--- src/rtl/vga_sync_decoder.sv ---
// Recovers pixel coordinates from incoming active-low hsync/vsync, measures
// line and frame periods, and locks once the timing matches the configured mode.
module vga_sync_decoder #(
  parameter int H_ACTIVE    = 640,
  parameter int H_FP        = 16,
  parameter int H_SYNC      = 96,
  parameter int H_BP        = 48,
  parameter int V_ACTIVE    = 480,
  parameter int V_FP        = 10,
  parameter int V_SYNC      = 2,
  parameter int V_BP        = 33,
  parameter int XBITS       = 10,
  parameter int YBITS       = 10,
  parameter int LOCK_FRAMES = 2
) (
  input  logic             clk,
  input  logic             resetn,
  input  logic             pix_en,
  input  logic             hsync,
  input  logic             vsync,
  output logic [XBITS-1:0] x,
  output logic [YBITS-1:0] y,
  output logic             activevideo,
  output logic             locked,
  output logic [11:0]      h_period,
  output logic [11:0]      v_period,
  output logic             sync_err
);

  localparam int H_TOTAL  = H_ACTIVE + H_FP + H_SYNC + H_BP;
  localparam int V_TOTAL  = V_ACTIVE + V_FP + V_SYNC + V_BP;
  localparam int HS_START = H_ACTIVE + H_FP;
  localparam int VS_START = V_ACTIVE + V_FP;
  localparam int GW       = $clog2(LOCK_FRAMES + 1);
  localparam logic [11:0] CNT_MAX = '1;

  typedef enum logic [1:0] {S_HUNT, S_TRACK, S_LOCKED} state_t;

  state_t           state_reg, state_next;
  logic [GW-1:0]    good_reg, good_next;
  logic             frame_bad_reg, frame_bad_next;
  logic             err_next;
  logic             sync_err_reg;
  logic             hs_prev_reg, vs_prev_reg;
  logic             h_seen_reg, v_seen_reg;
  logic [XBITS-1:0] x_reg;
  logic [YBITS-1:0] y_reg;
  logic [11:0]      h_cnt_reg, v_cnt_reg;
  logic [11:0]      h_period_reg, v_period_reg;

  logic h_fall, v_fall, x_last, y_last;
  logic h_report, v_report, h_bad, v_bad, h_tmo, v_tmo;
  logic [11:0] h_cnt_inc, v_cnt_inc;

  assign h_fall    = pix_en && hs_prev_reg && !hsync;
  assign v_fall    = pix_en && vs_prev_reg && !vsync;
  assign x_last    = (x_reg == XBITS'(H_TOTAL - 1));
  assign y_last    = (y_reg == YBITS'(V_TOTAL - 1));
  assign h_cnt_inc = (h_cnt_reg == CNT_MAX) ? h_cnt_reg : h_cnt_reg + 12'd1;
  assign v_cnt_inc = (v_cnt_reg == CNT_MAX) ? v_cnt_reg : v_cnt_reg + 12'd1;
  assign h_report  = h_fall && h_seen_reg;
  assign v_report  = v_fall && v_seen_reg;
  assign h_bad     = h_report && (h_cnt_reg != 12'(H_TOTAL));
  assign v_bad     = v_report && (v_cnt_reg != 12'(V_TOTAL));
  // Timeouts fire on the tick a counter steps onto twice the nominal period.
  assign h_tmo     = pix_en && !h_fall && (h_cnt_reg == 12'(2 * H_TOTAL - 1));
  assign v_tmo     = h_fall && !v_fall && (v_cnt_reg == 12'(2 * V_TOTAL - 1));

  always_comb begin
    state_next     = state_reg;
    good_next      = good_reg;
    frame_bad_next = frame_bad_reg;
    err_next       = 1'b0;
    case (state_reg)
      S_HUNT: begin
        if (v_fall) begin
          state_next     = S_TRACK;
          good_next      = '0;
          frame_bad_next = 1'b0;
        end
      end
      default: begin
        if (h_tmo || v_tmo) begin
          err_next   = 1'b1;
          state_next = S_HUNT;
          good_next  = '0;
        end else if (h_bad || v_bad) begin
          err_next       = 1'b1;
          state_next     = S_TRACK;
          good_next      = '0;
          // A bad line on the closing vsync tick belongs to the frame just ended.
          frame_bad_next = !v_fall;
        end else if (v_fall) begin
          frame_bad_next = 1'b0;
          if (!frame_bad_reg && v_report && state_reg == S_TRACK) begin
            if (good_reg == GW'(LOCK_FRAMES - 1)) begin
              state_next = S_LOCKED;
              good_next  = GW'(LOCK_FRAMES);
            end else begin
              good_next = good_reg + 1'b1;
            end
          end
        end
      end
    endcase
  end

  always_ff @(posedge clk) begin
    if (!resetn) begin
      state_reg     <= S_HUNT;
      good_reg      <= '0;
      frame_bad_reg <= 1'b0;
      sync_err_reg  <= 1'b0;
      hs_prev_reg   <= 1'b1;
      vs_prev_reg   <= 1'b1;
      h_seen_reg    <= 1'b0;
      v_seen_reg    <= 1'b0;
      x_reg         <= '0;
      y_reg         <= '0;
      h_cnt_reg     <= '0;
      v_cnt_reg     <= '0;
      h_period_reg  <= '0;
      v_period_reg  <= '0;
    end else begin
      sync_err_reg <= err_next;
      if (pix_en) begin
        state_reg     <= state_next;
        good_reg      <= good_next;
        frame_bad_reg <= frame_bad_next;
        hs_prev_reg   <= hsync;
        vs_prev_reg   <= vsync;
        if (h_fall) begin
          x_reg      <= XBITS'(HS_START);
          h_cnt_reg  <= 12'd1;
          h_seen_reg <= 1'b1;
          if (h_seen_reg) h_period_reg <= h_cnt_reg;
        end else begin
          x_reg     <= x_last ? '0 : x_reg + 1'b1;
          h_cnt_reg <= h_cnt_inc;
        end
        if (v_fall) begin
          y_reg      <= YBITS'(VS_START);
          v_cnt_reg  <= h_fall ? 12'd1 : 12'd0;
          v_seen_reg <= 1'b1;
          if (v_seen_reg) v_period_reg <= v_cnt_reg;
        end else begin
          if (!h_fall && x_last) y_reg <= y_last ? '0 : y_reg + 1'b1;
          if (h_fall) v_cnt_reg <= v_cnt_inc;
        end
      end
    end
  end

  assign x           = x_reg;
  assign y           = y_reg;
  assign h_period    = h_period_reg;
  assign v_period    = v_period_reg;
  assign sync_err    = sync_err_reg;
  assign locked      = (state_reg == S_LOCKED);
  assign activevideo = locked && (x_reg < XBITS'(H_ACTIVE)) && (y_reg < YBITS'(V_ACTIVE));

endmodule

--- config.mk ---
export PLATFORM = sky130hd
export DESIGN_NAME = vga_sync_decoder
export DESIGN_NICKNAME = d
export VERILOG_FILES = /design/src/rtl/vga_sync_decoder.sv
export SDC_FILE = /design/constraint.sdc
export NUM_CORES = 1
export LEC_CHECK = 0
export ABC_AREA = 0
export ABC_CLOCK_PERIOD_IN_PS = 2400
export CORE_MARGIN = 8
export CORE_UTILIZATION = 55
export DETAILED_ROUTE_END_ITERATION = 8
export PLACE_DENSITY = 0.8
export SLEW_MARGIN = 5
export SYNTH_ARGS = -nofsm -noshare
export SYNTH_HDL_FRONTEND = slang
export SYNTH_SLANG_ARGS = --single-unit
--- constraint.sdc ---
create_clock -name clk -period 2.4 [get_ports clk]
set_input_delay 0.48 -clock clk [delete_from_list [all_inputs] [get_ports clk]]
set_output_delay 0.48 -clock clk [all_outputs]
set_load 0.01 [all_outputs]
==> run_results.csv <==
group,metric,value,unit
outcome,status,"completed",
pwr,internal-power,1.907,mW
sta,worst_slew_pin_slew,0.5265,ns
synth,yosysUniqueCellTypes,58,
die,die_area,9808,µm²
sta,period_share,93.84,%
setup_path,timing_worst_setup_path_type,"reg2out",
cells_and_area,diodes,0,
drt,ant_nets,0,
clock_tree,ctsHoldBuffers,0,
pwr,pwr_density_cell,548.6,nW/µm²
drt,drt-met1-wl,4.214,mm
pwr,power.share.sequential,52.2,%
clock_tree,root_buffer,"clkbuf_8",
die,die_w,99.04,µm
cells_and_area,nNetsFinal,536,
synth,synth_edf_count,0,
clock_tree,cts_setup_buffers,0,
synth,syn_area_per_cell,8.244,µm²
sta,slew_violations,0,
pwr,combinationalPowerShare,8.6,%
synth,synthFlopType,"dfxtp_1",
clock_tree,clock_latency,0.35,ns
pwr,finalPower,2.576,mW
sta,slew_headroom,64.69,%
synth,ys_ff_latch,78,
synth,syn_nets,473,
clock_tree,clock_sinks,78,
sta,rsz0062_at_grt,"no",
drt,drc,0,
pwr,p_sw,0.6692,mW
place,gp_congestion,0.9123,
die,die_h,99.04,µm
drt,dr.max_layer_used,"met4",
setup_path,r2r-start,"x[0]",
setup_path,worstSetupStartpointType,"flop",
synth,synth-async-reset-ratio,0,%
place,placed_area,4491,µm²
global_route,first_global_vias,3402,
die,row_count,30,
global_route,grt_pass1_wl,15.46,mm
drt,finalWirelength,9.272,mm
pwr,p_leak,1.625,nW
drt,post_drt_wl_per_cell,15.25,µm
global_route,antenna_found_initial,0,
cells_and_area,fillers,524,
die,core,6719,µm²
worst_hold_path,min_from,"v_period[3]",
sta,fmaxAchievable,444.0,MHz
drt,drt_first_pass_iters,4,
clock_tree,numCtsBuffers,9,
clock_tree,cts_resized,0,
drt,wl_met2,4.285,mm
synth,seq_area_frac_synth,41.17,%
setup_path,ff2ff_path_depth,6,
setup_path,end_kind,"output port",
drt,avgViaCountPerCell,5.863,
global_route,grt_util_all_layers,18.95,%
cells_and_area,fin_area,4696,µm²
setup_path,ff2ff_setup_slack,0.24,ns
sta,hold_violations,0,
worst_hold_path,min_path_cells,2,
sta,finalSetupTns,0,ns
setup_path,r2r-end,"y[2]",
cells_and_area,multiInputGateArea,2077,µm²
pwr,p_clk_share,39.2,%
cells_and_area,seq_area,1562,µm²
job,max_cap_viol_count,0,
clock_tree,h-tree-depth,3,
cells_and_area,drive_above_1_share,10.42,%
die,initial_core_util,56.44,%
sta,setup-violations-final,0,
drt,met3WireLength,632,µm
drt,drt_iter0_drc,241,
setup_path,critPathMaxFanout,6,
global_route,grt_max_degree,39,
pwr,swShare,25.98,%
global_route,grt-ovfl-total,0,
cells_and_area,area_growth,23.82,%
synth,syn-instance-count,460,
sta,clock_skew,0.008193,ns
clock_tree,cts_tree,"done",
clock_tree,clk_pin_slew_worst_paths,0.08,ns
setup_path,cp.required,1.92,ns
place,dp_hpwl,6.714,mm
synth,netlist_area,3792,µm²
place,io_buffers,51,
pwr,peakVddDrop,0.2942,mV
worst_hold_path,min_to,"v_period[3]",
clock_tree,clk_path_buf_depth,2,
sta,fin_crit,2.252,ns
die,io_pins,52,
drt,num_vias,3565,
worst_hold_path,hp-class,"reg2reg",
synth,yosys_warnings,0,
setup_path,cp.arrival,1.77,ns
power by group through the flow:
stage | Combinational (mW) | Sequential [mW] | Clock (mW)
5_1_grt | 0.242 | 1.35 | 1.07
2_1_floorplan | 0.121 | 1.37 | 0
6_report | 0.221 | 1.34 | 1.01
3_3_place_gp | 0.214 | 1.37 | 0
4_1_cts | 0.220 | 1.34 | 1.03
3_5_place_dp | 0.218 | 1.37 | 0
Yosys cell counts (all sizes together), types with 2 or more instances:
master    n  area share [%]
a211oi    5            0.99
a21boi    3            0.59
a21oi    43             6.0
a22oi     3            0.59
a31oi     5            0.82
a32o      3            0.79
a41oi     2            0.46
and2      4            0.66
and3      7             1.2
and4      3            0.69
and4b     3            0.79
buf       6             1.1
clkbuf   17             1.7
dfxtp    78              41
ha        8             2.6
inv      13             1.3
mux2i     2            0.53
nand2    72             7.1
nand3    23             3.0
nand3b    2            0.40
nand4     9             1.6
nand4b    2            0.46
nor2     44             4.4
nor3     17             2.6
nor3b     3            0.59
nor4      8             1.7
nor4b     3            0.86
nor4bb    5             1.3
o2111ai   5             1.2
o211ai    3            0.59
o21a      3            0.59
o21ai    15             2.0
or2       2            0.33
or3       4            0.92
xnor2    13             3.0
xor2     10             2.3
per-layer routing:
| layer | up-vias | track usage [%] |
|---|---|---|
| li1 | 1773 | - |
| met5 | - | 0 |
| met2 | 126 | 31.81 |
| met4 | 0 | 7.792 |
| met3 | 12 | 4.651 |
| met1 | 1654 | 22.50 |
worst max-delay path, cell delays in order (launching register included):
cell and delay, ns:
dfxtp_1 0.44, and3_1 0.21, nand2_1 0.09, and4b_1 0.21
clkdlybuf4s50_1 0.48
area by class of cell:
type | instances | area share, %
repair buffers | 75 | 14.97
multi-input cells | 346 | 44.23
clock inverters | 7 | 1.732
inverters | 13 | 1.039
flip-flops and latches | 78 | 33.25
clock buffers | 9 | 2.638
well taps | 80 | 2.132
stage by stage:
step,cells,hold slack [ns],setup slack (ns),util [%]
2_1_floorplan,460,0.4527,0.3833,-
3_3_place_gp,592,0.4427,-0.01783,66.83
3_5_place_dp,592,0.4458,-0.05484,66.83
4_1_cts,608,0.4568,0.1330,69.89
5_1_grt,608,0.4778,0.05140,69.89
6_report,608,0.4536,0.1478,69.89
cells by family after synthesis:
family,after synthesis,share of synthesized area (%)
buffers and inverters,36,4.058
XOR/XNOR,23,5.312
adder cells (fa/ha/maj),8,2.639
multiplexers,2,0.5279
AO/OA/AOI/OAI,97,16.46
flip-flops,78,41.17
AND/OR/NAND/NOR,216,29.83
layout by cell type (no fill, tap or decap), types with 4 or more instances in the layout:
cell,n
nand3_1,23
a21oi_1,42
nor4_1,7
inv_1,12
clkbuf_8,9
o2111ai_1,5
nor3_1,14
xnor2_1,13
nor4bb_1,5
nand4_1,8
a31oi_1,5
and3_1,7
o21ai_0,12
nor2_1,44
buf_4,23
ha_1,8
nand2_1,72
xor2_1,10
dfxtp_1,78
and2_1,4
a211oi_1,5
clkdlybuf4s50_1,51
how the worst max path moves through the flow:
stage,startpoint,to,cells past startpoint
2_1_floorplan,x[0],y[4],6
3_3_place_gp,hsync,y[2],6
3_5_place_dp,hsync,state_reg[1],7
4_1_cts,y[5],activevideo,4
5_1_grt,y[5],activevideo,4
6_report,y[5],activevideo,4
(Power assumes the default switching activity.)
